`config.mk`:
```
export PLATFORM = sky130hd
export DESIGN_NAME = alu_share_ctrl
export DESIGN_NICKNAME = d
export VERILOG_FILES = /design/src/rtl/alu_share_ctrl.sv
export SDC_FILE = /design/constraint.sdc
export NUM_CORES = 1
export LEC_CHECK = 0
export CORE_MARGIN = 5
export CORE_UTILIZATION = 40
export DETAILED_ROUTE_END_ITERATION = 7
export PLACE_DENSITY_LB_ADDON = 0.25
export SYNTH_ARGS = -nofsm -noshare
export SYNTH_HDL_FRONTEND = slang
export SYNTH_SLANG_ARGS = --single-unit
```
`constraint.sdc`:
```
create_clock -name clk -period 1.9 [get_ports clk]
set_clock_uncertainty 0.2 [all_clocks]
set_input_delay 0.38 -clock clk [delete_from_list [all_inputs] [get_ports clk]]
set_output_delay 0.38 -clock clk [all_outputs]
set_load 0.005 [all_outputs]
```
`src/rtl/alu_share_ctrl.sv`:
```
// Shares one combinational ALU and its result register among NREQ requesters.
// Optional macro ALU_ARB_RR_EN selects round-robin arbitration (default: fixed priority).
module alu_share_ctrl #(
    parameter int NREQ  = 4,
    parameter int WIDTH = 2,
    localparam int IDW  = $clog2(NREQ)
) (
    input  logic                  clk,
    input  logic                  rst,
    input  logic [NREQ-1:0]       req,
    input  logic [NREQ*WIDTH-1:0] op_a,
    input  logic [NREQ*WIDTH-1:0] op_b,
    input  logic [NREQ*2-1:0]     opcode,
    output logic [NREQ-1:0]       gnt,
    output logic                  busy,
    output logic [WIDTH-1:0]      alu_a,
    output logic [WIDTH-1:0]      alu_b,
    output logic [1:0]            alu_op,
    input  logic [WIDTH-1:0]      alu_y,
    output logic                  reg_load,
    output logic [WIDTH-1:0]      res_q,
    output logic [IDW-1:0]        res_id,
    output logic                  res_valid,
    input  logic                  res_ready
);

    localparam int unsigned N = NREQ;

    typedef enum logic [1:0] {IDLE, EXEC, DONE} state_t;

    state_t           state, state_d;
    logic [IDW-1:0]   win;
    logic             found;
    logic [IDW-1:0]   win_q, win_q_d;
    logic [NREQ-1:0]  gnt_d;
    logic             busy_d, reg_load_d, res_valid_d;
    logic [WIDTH-1:0] alu_a_d, alu_b_d, res_q_d;
    logic [1:0]       alu_op_d;
    logic [IDW-1:0]   res_id_d;

    logic [WIDTH-1:0] a_arr  [NREQ];
    logic [WIDTH-1:0] b_arr  [NREQ];
    logic [1:0]       op_arr [NREQ];

    for (genvar g = 0; g < NREQ; g++) begin : g_slice
        assign a_arr[g]  = op_a[g*WIDTH +: WIDTH];
        assign b_arr[g]  = op_b[g*WIDTH +: WIDTH];
        assign op_arr[g] = opcode[g*2 +: 2];
    end

`ifdef ALU_ARB_RR_EN
    logic [IDW-1:0] ptr, ptr_d;

    // Search starts at the pointer and wraps back to index 0.
    always_comb begin
        int unsigned idx;
        idx   = 0;
        win   = '0;
        found = 1'b0;
        for (int unsigned k = 0; k < N; k++) begin
            idx = 32'(ptr) + k;
            if (idx >= N) idx = idx - N;
            if (!found && req[IDW'(idx)]) begin
                found = 1'b1;
                win   = IDW'(idx);
            end
        end
    end
`else
    always_comb begin
        win   = '0;
        found = 1'b0;
        for (int unsigned k = 0; k < N; k++) begin
            if (!found && req[IDW'(k)]) begin
                found = 1'b1;
                win   = IDW'(k);
            end
        end
    end
`endif

    always_comb begin
        state_d     = state;
        win_q_d     = win_q;
        gnt_d       = '0;
        reg_load_d  = 1'b0;
        res_valid_d = res_valid;
        alu_a_d     = alu_a;
        alu_b_d     = alu_b;
        alu_op_d    = alu_op;
        res_q_d     = res_q;
        res_id_d    = res_id;
`ifdef ALU_ARB_RR_EN
        ptr_d       = ptr;
`endif
        case (state)
            IDLE: begin
                if (found) begin
                    state_d    = EXEC;
                    win_q_d    = win;
                    gnt_d      = NREQ'(1) << win;
                    reg_load_d = 1'b1;
                    alu_a_d    = a_arr[win];
                    alu_b_d    = b_arr[win];
                    alu_op_d   = op_arr[win];
`ifdef ALU_ARB_RR_EN
                    ptr_d      = (win == IDW'(N - 1)) ? '0 : win + 1'b1;
`endif
                end
            end
            EXEC: begin
                state_d     = DONE;
                res_q_d     = alu_y;
                res_id_d    = win_q;
                res_valid_d = 1'b1;
            end
            DONE: begin
                if (res_ready) begin
                    state_d     = IDLE;
                    res_valid_d = 1'b0;
                end
            end
            default: state_d = IDLE;
        endcase
        busy_d = (state_d != IDLE);
    end

    always_ff @(posedge clk or posedge rst) begin
        if (rst) begin
            state     <= IDLE;
            win_q     <= '0;
            gnt       <= '0;
            busy      <= 1'b0;
            reg_load  <= 1'b0;
            res_valid <= 1'b0;
            alu_a     <= '0;
            alu_b     <= '0;
            alu_op    <= '0;
            res_q     <= '0;
            res_id    <= '0;
`ifdef ALU_ARB_RR_EN
            ptr       <= '0;
`endif
        end else begin
            state     <= state_d;
            win_q     <= win_q_d;
            gnt       <= gnt_d;
            busy      <= busy_d;
            reg_load  <= reg_load_d;
            res_valid <= res_valid_d;
            alu_a     <= alu_a_d;
            alu_b     <= alu_b_d;
            alu_op    <= alu_op_d;
            res_q     <= res_q_d;
            res_id    <= res_id_d;
`ifdef ALU_ARB_RR_EN
            ptr       <= ptr_d;
`endif
        end
    end

endmodule

```
Word level (Yosys, flattened, before mapping)
Cells that the tools add are included.
- register bits after elaboration: 21
- bits of input ports: 33
- magnitude comparators: 1
- eq/ne operators: 3
- shifts and indexed selects: 1
- mux-type cells: 25
- bitwise operators: 1
- reduce and logical (&&, ||, !) cells: 11
- operators by type and width (kind ; number):
    2-to-1 mux 2 bit ; 10
    binary-select mux 2 bit (select 2 bit) ; 3
    2-to-1 mux 1 bit ; 8
    2-to-1 mux 4 bit ; 2
    case mux 2 bit (3 select lines) ; 1
    AND reduction 2 bit ; 2
    nonzero test 2 bit ; 2
    << shifter 1 x 2 -> 4 bit, first input constant ; 1
    greater-or-equal comparator 3 bit, second input constant ; 1
    logical AND 1 bit ; 3
    logical NOT 1 bit ; 3
    inverter 2 -> 3 bit ; 1
    equality test 2 x 1 -> 1 bit, second input constant ; 1
    equality test 2 bit, second input constant ; 1
    logical NOT 2 bit ; 1
    != test 2 bit, second input constant ; 1
    case mux 1 bit (2 select lines) ; 1

Depth between registers and ports, before layout
Gate-level depths: netlist of run 1.
- depth after elaboration: 14
- gate-level depth with buffers: 6

Worst setup path after synthesis of run 1
Ideal clock, no wire load.
- path kind: input to register
- from: input req[0]
- to: register win_q[0]
- setup time: 0.125 ns
- arrival time: 1.700 ns
- path slack: -0.125 ns
- stages: 6
- path buffers: 3
- cells stage by stage: buf_6 > or4_4 > buf_6 > and2_4 > buf_6 > mux2_4
- word-level cells in the longest chain between the ends: 11
- ends and longest elaborated chain (element ; RTL line ; text):
    start: declaration ; 10 ; input logic [NREQ-1:0] req,
    2-to-1 mux 1 bit * ; 74 ; if (!found && req[IDW'(k)]) begin
    logical NOT 1 bit ; 74 ;
    logical AND 1 bit ; 74 ;
    2-to-1 mux 1 bit ; 74 ;
    logical NOT 1 bit ; 74 ;
    logical AND 1 bit ; 74 ;
    2-to-1 mux 1 bit ; 74 ;
    logical NOT 1 bit ; 74 ;
    logical AND 1 bit ; 74 ;
    2-to-1 mux 1 bit ; 74 ;
    AND reduction 2 bit (no source line) ; n/a ;
    end signal: assignment ; 146 ; win_q <= win_q_d;
    end: declaration ; 34 ; logic [IDW-1:0] win_q, win_q_d;
Mark *: on every way between the ends. The rest lies on a longest branch, timed or not.
A chain may end at the register's enable or synchronous reset.

Worst setup path in the final report of run 1
- from: input req[3]
- to: register alu_b[0]
- word-level cells in the longest chain between the ends: 6
- ends and longest elaborated chain (element ; RTL line ; text):
    logical AND 1 bit * ; 74 ;
    2-to-1 mux 2 bit ; 74 ;
    inverter 2 -> 3 bit (not written as such) ; 104 ; alu_b_d = b_arr[win];
    binary-select mux 2 bit (select 2 bit) ; 104 ;
    2-to-1 mux 2 bit (not written as such) (2 in a row) ; 104 ;
    end signal: assignment ; 152 ; alu_b <= alu_b_d;
    end: declaration ; 17 ; output logic [WIDTH-1:0] alu_b,
Mark *: on every way between the ends. The rest lies on a longest branch, timed or not. The select of a mux whose other input is x is not followed.

==> results.txt, run 1 <==
GRT Resource Usage Total: 0.1585
Boundary Pins: 50
RePlAce Congestion: 0.7884
Synth area leader: dfrtp_1
postcts setup bufs: 0
Final Net Count: 193
Initial Util: 0.4202
count leader, synth: dfrtp_1
largest net degree at the start of global routing: 22
Layout Utilization: 0.6561
crit-path max FO: 7
DR vias/cell: 5.037
Power per Cell Area: 1127 nW/um^2
Max Fclk: 543.2 MHz
register area share after synthesis: 0.5048
Tcrit/Tclk final: 0.9690
die area: 3723 sq um
Mapped Cells: 103
Synth Area in Adders: 0
final hold vios: 0
main combinational cell family by area after synthesis: simple AND/OR/NAND/NOR gates
first drt pass iteration count: 4
Core Region: 2477 sq um
Routed WL per cell: 13.63 um
H-tree depth: 1
Arrival @ worst endpoint: 1.86 ns
met1 usage: 0.2008
top-area cell type share of the netlist area: 0.5048
critical path launch point type: primary input
routed vias: 952
FP Rows: 18
GRT busiest layer: met2
clk sink count: 21
post-synthesis area per instance: 10.11 sq um
Hold Buf Count CTS: 0
final setup fails: 0
Num CTS Buffers: 3
Post-synth EDFFs: 0
Post-Synth XOR/XNOR Area: 0
clk_lat worst skew: 0.30 ns
total global routing overflow: 0
Hold WC Path Type: in -> async
post-synthesis compound-gate area fraction: 0.1815
Slew @ Worst Pin: 0.2683 ns
Primary FF master, synth: dfrtp_1
Setup crit end kind: flip-flop
Max transition margin: 0.8186
setup TNS: 0 ns
CTS tree: yes
clock tree buffer depth: 2
Commonest cells post-synth: dfrtp_1 (21), nand2_1 (15), a21oi_1 (8), o21ai_0 (8), nand3b_1 (7)
GR Util met3: 0.03983
layout cells sized above 1: 0.1321
RSZ-0062 raised after global routing: no
port bufs: 49
Async SR Flop Fraction: 1.000
Pins Over Slew Limit: 0
static leakage: 0.6714 nW
CTS Root Cell: clkbuf_4
vias in the first global route: 991
Max rail drop VDD: 0.0007354 V
1st-iter DRT viols: 25
required time of the critical path: 1.92 ns
# DRC: 0
post-synth cell types: 22
DP Wirelength: 2052 um
Post-Syn Area: 1041 sq um
WHS: 0.1872 ns
Post-DRT Antenna Nets: 0
post-synthesis simple-gate area fraction: 0.1947
Worst Setup Path Type: in -> reg
YS warnings: 0
Post-Route WL: 2577 um
grt met2 use: 0.2458
Synth Net Count: 136
initial antenna violation count: 0
post-synthesis mux area share: 0.05769
Die Y: 61.02 um
post-CTS sizing: 0
post-synthesis register bit count: 21
number of inserted diodes: 0
number of fill cells: 218
clk slew on worst S/H paths: 0.11 ns
Max Cap Viol: 0
Area contributors post-synth: dfrtp_1 (50%), nand2_1 (5.4%), nand3b_1 (5.0%), a41oi_1 (5.0%), mux2_2 (4.3%)
first-pass GRT wire length: 4298 um
status: finished, final reports clean
min cycle time layout: 1.841 ns
synth-to-layout area growth: 56.13%
Die Wd: 61.02 um
## cell type report
| cell class | instances | area (sq um) | area share |
|---|---|---|---|
| Clock buffer | 4 | 26.28 | 0.01617 |
| Inverter | 3 | 11.26 | 0.006928 |
| Multi-Input combinational cell | 71 | 451.7 | 0.2779 |
| Sequential cell | 21 | 525.5 | 0.3233 |
| Tap cell | 30 | 37.54 | 0.02309 |
| Timing Repair Buffer | 60 | 573.1 | 0.3526 |
## critical path, cell delays in order
cell and delay [ns]:
clkdlybuf4s50_1 0.42, or4_4 0.55, and2_4 0.19, buf_4 0.16
a41oi_1 0.16
## report_power, final
part | internal [W] | switching [W]
sequential | 0.000643 | 0.000104
combinational | 0.000558 | 0.000314
clock | 0.0000820 | 0.000130
## per-stage QoR
step | setup slack, ns | instance area [sq um] | cells | total power [W]
global placement | -0.2347 | 1599 | 185 | 0.001618
detailed placement | -0.2568 | 1599 | 185 | 0.001643
CTS | 0.07236 | 1625 | 189 | 0.001853
finish | 0.05892 | 1625 | 189 | 0.001832
floorplan | -0.008474 | 1045 | 103 | 0.001171
global route | 0.03690 | 1625 | 189 | 0.001963
## cells in the final DEF (no fill, tap or decap), drive strengths merged, types with 2 or more instances in the layout
cell           netlist  routed
dfrtp               21      21
clkdlybuf4s50        0      49
a21o                 3       3
nor2                 3       3
inv                  3       3
mux2                 5       5
a21oi                8       8
a41oi                6       6
o21ai                8       8
nand3b               7       7
and2                 5       5
nand2               15      15
a211o                3       3
clkbuf               5       4
buf                  3      11
nand2b               2       2
nor3                 2       2
## layer usage
metal,part of all wire,wire (um)
met4,0.024,61
met1,0.42,1074
met2,0.47,1219
met3,0.086,222
met5,0,0
## flip-flops by register name, indices dropped and copies added, names as in the netlist
| name | cells |
|---|---|
| res_q | 2 |
| alu_a | 2 |
| busy | 1 |
| state | 2 |
| res_id | 2 |
| win_q | 2 |
| alu_b | 2 |
| alu_op | 2 |
| reg_load | 1 |
| res_valid | 1 |
| gnt | 4 |
## logic make-up after synthesis
group	Yosys count
flip-flops	21
multiplexers	5
buffers and inverters	11
AO/OA/AOI/OAI	29
AND/OR/NAND/NOR	37
## final timing paths
path	end	cells past startpoint	from	slack, ns
setup / recovery	alu_b[0]	5	req[3]	0.06
hold / removal	win_q[0]	3	rst	0.19
setup reg to reg	win_q[0]	3	state[0]	0.52
hold reg to reg	res_valid	1	state[1]	0.29
max in group asynchronous	alu_op[0]	3	rst	1.11
min in group clk	res_valid	1	state[1]	0.29
Note: power is estimated with default switching activity, not from simulation.
==> run 2, diff against run 1 <==
--- a/config.mk
+++ b/config.mk
@@ -8,6 +8,7 @@
 export CORE_MARGIN = 5
 export CORE_UTILIZATION = 40
 export DETAILED_ROUTE_END_ITERATION = 7
+export GPL_ROUTABILITY_DRIVEN = 1
 export PLACE_DENSITY_LB_ADDON = 0.25
 export SYNTH_ARGS = -nofsm -noshare
 export SYNTH_HDL_FRONTEND = slang
==> results of run 2 <==
Same layout as run 1: the final DEF is identical, and so are final timing and power.
